## src/rtl/seg7_mux_driver.sv

```systemverilog
// Time-multiplexed hex seven-segment driver for N common-anode digits.
// One shared decoder, prescaled digit scan, one dead cycle per slot, leading-zero blanking.
module seg7_mux_driver #(
    parameter int N_DIGITS    = 4,
    parameter int REFRESH_DIV = 50000,
    parameter int IDX_W       = (N_DIGITS > 1) ? $clog2(N_DIGITS) : 1
) (
    input  logic                  clk,
    input  logic                  reset,
    input  logic [4*N_DIGITS-1:0] value,
    input  logic                  load,
    input  logic [N_DIGITS-1:0]   dp_in,
    input  logic [N_DIGITS-1:0]   en,
    input  logic                  blank_lz,
    output logic [6:0]            seg,
    output logic                  dp,
    output logic [N_DIGITS-1:0]   an,
    output logic [IDX_W-1:0]      digit_idx,
    output logic                  frame_done
);
    localparam int                CNT_W    = $clog2(REFRESH_DIV);
    localparam logic [CNT_W-1:0]  CNT_LAST = CNT_W'(REFRESH_DIV - 1);
    localparam logic [IDX_W-1:0]  IDX_LAST = IDX_W'(N_DIGITS - 1);

    // Active-low hex font, segment order {g,f,e,d,c,b,a}.
    function automatic logic [6:0] dec7(input logic [3:0] nib);
        case (nib)
            4'h0:    dec7 = 7'h40;
            4'h1:    dec7 = 7'h79;
            4'h2:    dec7 = 7'h24;
            4'h3:    dec7 = 7'h30;
            4'h4:    dec7 = 7'h19;
            4'h5:    dec7 = 7'h12;
            4'h6:    dec7 = 7'h02;
            4'h7:    dec7 = 7'h78;
            4'h8:    dec7 = 7'h00;
            4'h9:    dec7 = 7'h10;
            4'hA:    dec7 = 7'h08;
            4'hB:    dec7 = 7'h03;
            4'hC:    dec7 = 7'h46;
            4'hD:    dec7 = 7'h21;
            4'hE:    dec7 = 7'h06;
            4'hF:    dec7 = 7'h0E;
            default: dec7 = 7'h7F;
        endcase
    endfunction

    logic [4*N_DIGITS-1:0] value_q, value_d;
    logic [N_DIGITS-1:0]   dp_q, dp_d;
    logic [N_DIGITS-1:0]   en_q, en_d;
    logic [CNT_W-1:0]      cnt_q, cnt_d;
    logic [IDX_W-1:0]      idx_q, idx_d;
    logic                  frame_done_q, frame_done_d;
    logic [N_DIGITS-1:0]   an_q, an_d;
    logic [6:0]            seg_q, seg_d;
    logic                  dp_pin_q, dp_pin_d;

    logic                  tick_s;
    logic                  zacc_s;
    logic [N_DIGITS-1:0]   zero_tail_s;
    logic [N_DIGITS-1:0]   lz_s;
    logic [N_DIGITS-1:0]   onehot_s;
    logic [3:0]            sel_nib_s;
    logic                  lit_s;
    logic                  sel_dp_s;

    // Shadow register capture on load strobe.
    always_comb begin
        value_d = value_q;
        dp_d    = dp_q;
        en_d    = en_q;
        if (load) begin
            value_d = value;
            dp_d    = dp_in;
            en_d    = en;
        end else begin
            value_d = value_q;
            dp_d    = dp_q;
            en_d    = en_q;
        end
    end

    // Refresh prescaler and digit index advance.
    always_comb begin
        tick_s       = (cnt_q == CNT_LAST);
        cnt_d        = cnt_q + CNT_W'(1);
        idx_d        = idx_q;
        frame_done_d = 1'b0;
        if (tick_s) begin
            cnt_d        = CNT_W'(0);
            frame_done_d = (idx_q == IDX_LAST);
            idx_d        = (idx_q == IDX_LAST) ? IDX_W'(0) : idx_q + IDX_W'(1);
        end else begin
            cnt_d        = cnt_q + CNT_W'(1);
        end
    end

    // zero_tail_s[i] is set when nibbles i..N_DIGITS-1 are all zero.
    always_comb begin
        zacc_s      = 1'b1;
        zero_tail_s = {N_DIGITS{1'b0}};
        lz_s        = {N_DIGITS{1'b0}};
        for (int i = N_DIGITS - 1; i >= 0; i--) begin
            zacc_s         = zacc_s & (value_q[4*i +: 4] == 4'h0);
            zero_tail_s[i] = zacc_s;
            lz_s[i]        = blank_lz & zero_tail_s[i] & ((i != 0) ? 1'b1 : 1'b0);
        end
    end

    // Digit select and registered pin values; the tick edge forces the dead cycle.
    always_comb begin
        onehot_s  = {N_DIGITS{1'b0}};
        sel_nib_s = 4'h0;
        for (int i = 0; i < N_DIGITS; i++) begin
            onehot_s[i] = (idx_q == IDX_W'(i));
            sel_nib_s   = sel_nib_s | (value_q[4*i +: 4] & {4{onehot_s[i]}});
        end
        lit_s    = |(onehot_s & en_q & ~lz_s);
        sel_dp_s = |(onehot_s & dp_q);
        an_d     = {N_DIGITS{1'b1}};
        seg_d    = 7'h7F;
        dp_pin_d = 1'b1;
        if (tick_s || !lit_s) begin
            an_d     = {N_DIGITS{1'b1}};
            seg_d    = 7'h7F;
            dp_pin_d = 1'b1;
        end else begin
            an_d     = ~onehot_s;
            seg_d    = dec7(sel_nib_s);
            dp_pin_d = ~sel_dp_s;
        end
    end

    // State and output registers with synchronous reset.
    always_ff @(posedge clk) begin
        if (reset) begin
            value_q      <= {(4*N_DIGITS){1'b0}};
            dp_q         <= {N_DIGITS{1'b0}};
            en_q         <= {N_DIGITS{1'b0}};
            cnt_q        <= CNT_W'(0);
            idx_q        <= IDX_W'(0);
            frame_done_q <= 1'b0;
            an_q         <= {N_DIGITS{1'b1}};
            seg_q        <= 7'h7F;
            dp_pin_q     <= 1'b1;
        end else begin
            value_q      <= value_d;
            dp_q         <= dp_d;
            en_q         <= en_d;
            cnt_q        <= cnt_d;
            idx_q        <= idx_d;
            frame_done_q <= frame_done_d;
            an_q         <= an_d;
            seg_q        <= seg_d;
            dp_pin_q     <= dp_pin_d;
        end
    end

    assign seg        = seg_q;
    assign dp         = dp_pin_q;
    assign an         = an_q;
    assign digit_idx  = idx_q;
    assign frame_done = frame_done_q;

endmodule

```

## config.mk

```make
export PLATFORM = sky130hd
export DESIGN_NAME = seg7_mux_driver
export DESIGN_NICKNAME = d
export VERILOG_FILES = /design/src/rtl/seg7_mux_driver.sv
export SDC_FILE = /design/constraint.sdc
export NUM_CORES = 1
export LEC_CHECK = 0
export BUFFER_PORTS_ARGS = -buffer_cell sky130_fd_sc_hd__buf_4
export CORE_MARGIN = 5
export CORE_UTILIZATION = 35
export CTS_CLUSTER_DIAMETER = 40
export DETAILED_ROUTE_END_ITERATION = 6
export GPL_TIMING_DRIVEN = 0
export PLACE_DENSITY = 0.51
export SLEW_MARGIN = 20
export SYNTH_ARGS = -nofsm -noshare
export SYNTH_HDL_FRONTEND = slang
export SYNTH_SLANG_ARGS = --single-unit
```

## constraint.sdc

```tcl
create_clock -name clk -period 3 [get_ports clk]
set_input_delay 0.6 -clock clk [delete_from_list [all_inputs] [get_ports clk]]
set_output_delay 0.6 -clock clk [all_outputs]
set_load 0.01 [all_outputs]
```

After elaboration in Yosys (flattened, before gate mapping)
Memory sizes are Yosys's and may differ from the RTL's. A register that Yosys moved wholly into a read port is not among the register bits.
Index checks and enable logic that the tools add are counted.
{"block": "totals", "ramBits": 0, "reg_bits": 48, "inputBits": 28, "mem_count": 1, "latch_bits": 0, "out_inout_bits": 15, "rom_bits": 112}
{"block": "op_classes", "n_mux": 1, "bitwise": 19, "n_mul": 0, "div_mod_pow": 0, "shift": 0, "order_cmp": 0, "add_sub_neg": 2, "n_reduce_logical": 11, "eq_ne": 4}
{"name": "(name not given)", "depth": 16, "word_bits": 7, "rd": 1, "rd_clocked_by_memory_dff": 1, "wr": 0, "line": "27", "rtl": "case (nib)"}
{"op": "$and 4x4->4", "n": 7}
{"op": "$add 16x1->16 const B", "n": 1}
{"op": "$eq 16x16->1 const B", "n": 1}
{"op": "$logic_not 4->1", "n": 3}
{"op": "$or 4x4->4", "n": 3}
{"op": "$not 4->4", "n": 2}
{"op": "$reduce_or 4->1", "n": 2}
{"op": "$reduce_or 2->1", "n": 3}
{"op": "$and 1x1->1", "n": 5}
{"op": "$eq 2x2->1 const B", "n": 2}
{"op": "$add 2x1->2 const B", "n": 1}
{"op": "$eq 2x1->1 const B", "n": 1}
{"op": "$logic_not 2->1", "n": 1}
{"op": "$mux 2", "n": 1}
{"op": "$not 1->1", "n": 2}
{"op": "$logic_not 1->1", "n": 1}
{"op": "$logic_or 1x1->1", "n": 1}

Depth between registers and ports, before layout
{"block": "depth", "depth_word": 10, "depth_mapped": 9, "mapped_depth_nobuf": 9}

Least setup slack after synthesis
OpenSTA, ideal clock, no wires.
{"block": "synth_path", "path_kind": "flip-flop to flip-flop", "start": "register idx_q[0] (netlist: digit_idx[0])", "end": "register seg_q[3] (netlist: seg[3])", "required_ns": 2.881, "path_slack_ns": 0.645, "setup_time_ns": 0.119, "period_less_slack_ns": 2.355, "path_stages_with_launch": 9, "path_buffers": 0, "arrival_time_ns": 2.237, "cell_sequence": "dfxtp_1 -> inv_1 -> ha_1 -> a22o_1 -> a221oi_2 -> inv_1 -> ha_1 -> mux4_2 -> nand2b_1"}
{"block": "synth_via", "elab_chain_len": 7}
{"element": "start, declared", "line": "52", "rtl": "logic [IDX_W-1:0] idx_q, idx_d;"}
{"element": "start signal, assigned", "line": "151", "rtl": "idx_q <= idx_d;"}
{"element": "$eq 2x1->1, or another cell as far along", "line": "115", "rtl": "onehot_s[i] = (idx_q == IDX_W'(i));"}
{"element": "$and 4x4->4 (2 in a row)", "line": "118", "rtl": "lit_s = |(onehot_s & en_q & ~lz_s);"}
{"element": "$reduce_or 4->1", "line": "118"}
{"element": "$logic_not 1->1", "line": "123", "rtl": "if (tick_s || !lit_s) begin"}
{"element": "$logic_or 1x1->1", "line": "123"}
{"element": "$reduce_or 2->1 (no line)"}
{"element": "end, declared", "line": "55", "rtl": "logic [6:0] seg_q, seg_d;"}
Parallel ways exist; a longest one is shown, timed or not.
A chain may end at the register's enable or synchronous reset.

Worst setup path after layout
Same ends and word-level chain as after synthesis.

==> summary.txt <==
Power
  • LEAKAGE: 1.24 nW
  • Power per Cell Area: 477 nW/um^2
  • Maximum VDD drop: 0.183 mV

Timing
  • Worst rel slew slack: 0.691
  • Tmin final: between 2 and 3 ns
  • Final hold vios: 0
  • Fmax: roughly 380 MHz
  • Post-route setup TNS: 0 ns
  • Setup Skew: between 0.006 and 0.007 ns
  • Setup WS post-layout: around 0.38 ns
  • Final Setup Violations: 0
  • Fin. max-slew vios: 0
  • Worst-Margin Slew: 0.464 ns
  • RSZ-0062 raised after global routing: no
  • Final period util: 0.875

Yosys
  • Syn Inst Count: around 250
  • EDFF count, synth: 0
  • Yosys top cell area share: 0.455
  • Top cells by area, synth: dfxtp_1, mux2i_1, nor2_1
  • Distinct cell type count after synthesis: 41
  • Yosys reg bits: between 50 and 60
  • Async set-reset flop share out of synthesis: 0
  • Yosys warning count: 0
  • Synth Flop Type: dfxtp_1
  • Synthesized cell area: 2420 sq um
  • Yosys top cell by area: dfxtp_1
  • Mapped Nets: approximately 280
  • Avg Cell Area, Syn: 9.88 sq um
  • Post-synthesis sequential area ratio: 0.455

Clocking
  • Total CTS buffers: 5
  • Clk buf depth: 2
  • PostCTS Resize Cnt: 0
  • CTS tree: yes
  • Clk root buf: clkbuf_8
  • Clock sinks: 55
  • Setup repair bufs after CTS: 0
  • Cts hold-fix bufs: 0
  • Clock transition at the registers of the reported paths: 0.10 ns
  • Later-pin clock latency in the skew report: just over 0.3 ns
  • H-tree levels: 2

Outcome
  • Status: complete, no violations

Setup path
  • CP Data Required Time: 3.20 ns
  • Crit path kind: reg2reg
  • CP Capture Type: flop
  • CP Max Fanout: 7
  • Internal reg-to-reg setup slack: between 0.3 and 0.4 ns
  • Worst Path Arrival: about 2.8 ns
  • CP Launch Type: flop

Drt
  • Routed Antenna Nets: 0
  • DR vias: roughly 1800
  • DRT iter0 DRCs: 43
  • DRC: 0
  • Drt wl/cell: approximately 13 microns
  • Total wire length: 5.02 mm
  • DRT Pass-1 Iters: 4
  • Vias/cell: between 4 and 5

Min path
  • Tightest Hold Check Type: reg2reg

Place
  • Gpl congestion: 0.736
  • Final HPWL DP: roughly 3.8 mm
  • Pre-CTS setup slack: slightly below 0.4 ns
  • Port bufs: 40
  • Post-DP Area: between 2000 and 3000 sq um

Floorplan
  • Die H: 93.2 microns
  • # rows: 30
  • IO Pins: between 40 and 50
  • Core box area: between 6000 and 7000 sq um
  • Die W: between 90 and 100 microns
  • Die Area: roughly 8700 sq um
  • Initial Utilization: 0.358

GRT
  • Global-route wire length before repair: roughly 8.7 mm
  • Largest net degree at the start of global routing: 16
  • Number of global-route vias before repair: 1809
  • Initial antenna violation count: 0
  • GR Overflow Total: 0
  • GRT Util Overall: 0.127

Cells and area
  • P&R area growth vs syn: 20.8%
  • N_diodes: 0
  • Final Util: 0.433
  • Final nets: around 330
  • Most common cell after layout, fill and taps aside: dfxtp_1
  • Share of cells above drive strength 1: 0.236
  • Final Cell Area: between 2000 and 3000 sq um
  • Commonest cells after routing, fill and taps aside: dfxtp_1, nor2_1, buf_4

Run
  • Max-cap violations: 0
[cell usage after synthesis, types with 3 or more instances]
| cell | n |
|---|---|
| dfxtp_1 | 55 |
| nor2_1 | 46 |
| mux2i_1 | 27 |
| nand2_1 | 20 |
| nand3_1 | 12 |
| ha_1 | 9 |
| xnor2_1 | 7 |
| xor2_1 | 7 |
| inv_1 | 6 |
| a22oi_1 | 4 |
| buf_2 | 4 |
| clkbuf_1 | 4 |
| o211ai_2 | 4 |
| and3_1 | 3 |
| nand4_1 | 3 |
| o21ai_0 | 3 |
[critical path, cell delays in order (launching register included)]
cell,delay [ns]
dfxtp_1,0.42
inv_1,0.11
ha_1,0.32
a22o_1,0.29
a221oi_2,0.36
inv_1,0.12
ha_1,0.28
mux4_2,0.48
nand2b_1,0.15
[flip-flops by register name (all words and copies together) (netlist names)]
signal / cells
value_q: 16
cnt_q: 16
seg: 7
frame_done: 1
dp_q: 4
dp: 1
digit_idx: 2
en_q: 4
an: 4
[per-stage QoR]
step	power, mW	std cells	hold WS [ns]
detailed placement	0.938	365	0.456
global route	1.47	372	0.504
floorplan	0.882	245	0.429
global placement	0.937	365	0.446
finish	1.39	372	0.473
CTS	1.42	372	0.478
[cell type report]
| type | count | area (sq um) |
|---|---|---|
| Fill cell | 697 | 3830 |
| Multi-Input combinational cell | 171 | 1220 |
| Sequential cell | 55 | 1100 |
| Timing Repair Buffer | 40 | 300 |
| Tap cell | 80 | 100 |
| Clock buffer | 6 | 72.6 |
| Buffer | 12 | 68.8 |
| Clock inverter | 1 | 30.0 |
| Inverter | 7 | 26.3 |
[metal layers]
metal | GRT usage | vias to the layer above | routed length [microns]
met5 | 0 | - | 0
met4 | 0.0366 | 0 | 63
met3 | 0.0306 | 7 | 218
met2 | 0.206 | 29 | 2320
met1 | 0.168 | 800 | 2420
li1 | - | 932 | -
[path summary, 6_finish.rpt]
| kind | startpoint | end | cells past startpoint |
|---|---|---|---|
| min | cnt_q[0] | cnt_q[0] | 1 |
| max | digit_idx[0] | seg[3] | 8 |
| min reg2reg | cnt_q[0] | cnt_q[0] | 1 |
| max reg2reg | digit_idx[0] | seg[3] | 8 |
[power breakdown]
group          internal (mW)  leakage, nW  switching, mW
Combinational         0.0734        0.743         0.0692
Clock                  0.245       0.0513          0.230
Sequential             0.756        0.450         0.0198
[kinds of logic after synthesis]
group | after synthesis | share of synthesized area
AO/OA/AOI/OAI | 22 | 0.0982
AND/OR/NAND/NOR | 97 | 0.185
adder cells (fa/ha/maj) | 9 | 0.0465
flip-flops | 55 | 0.455
multiplexers | 29 | 0.126
XOR/XNOR | 14 | 0.0506
buffers and inverters | 19 | 0.0393
(Power assumes the default switching activity.)
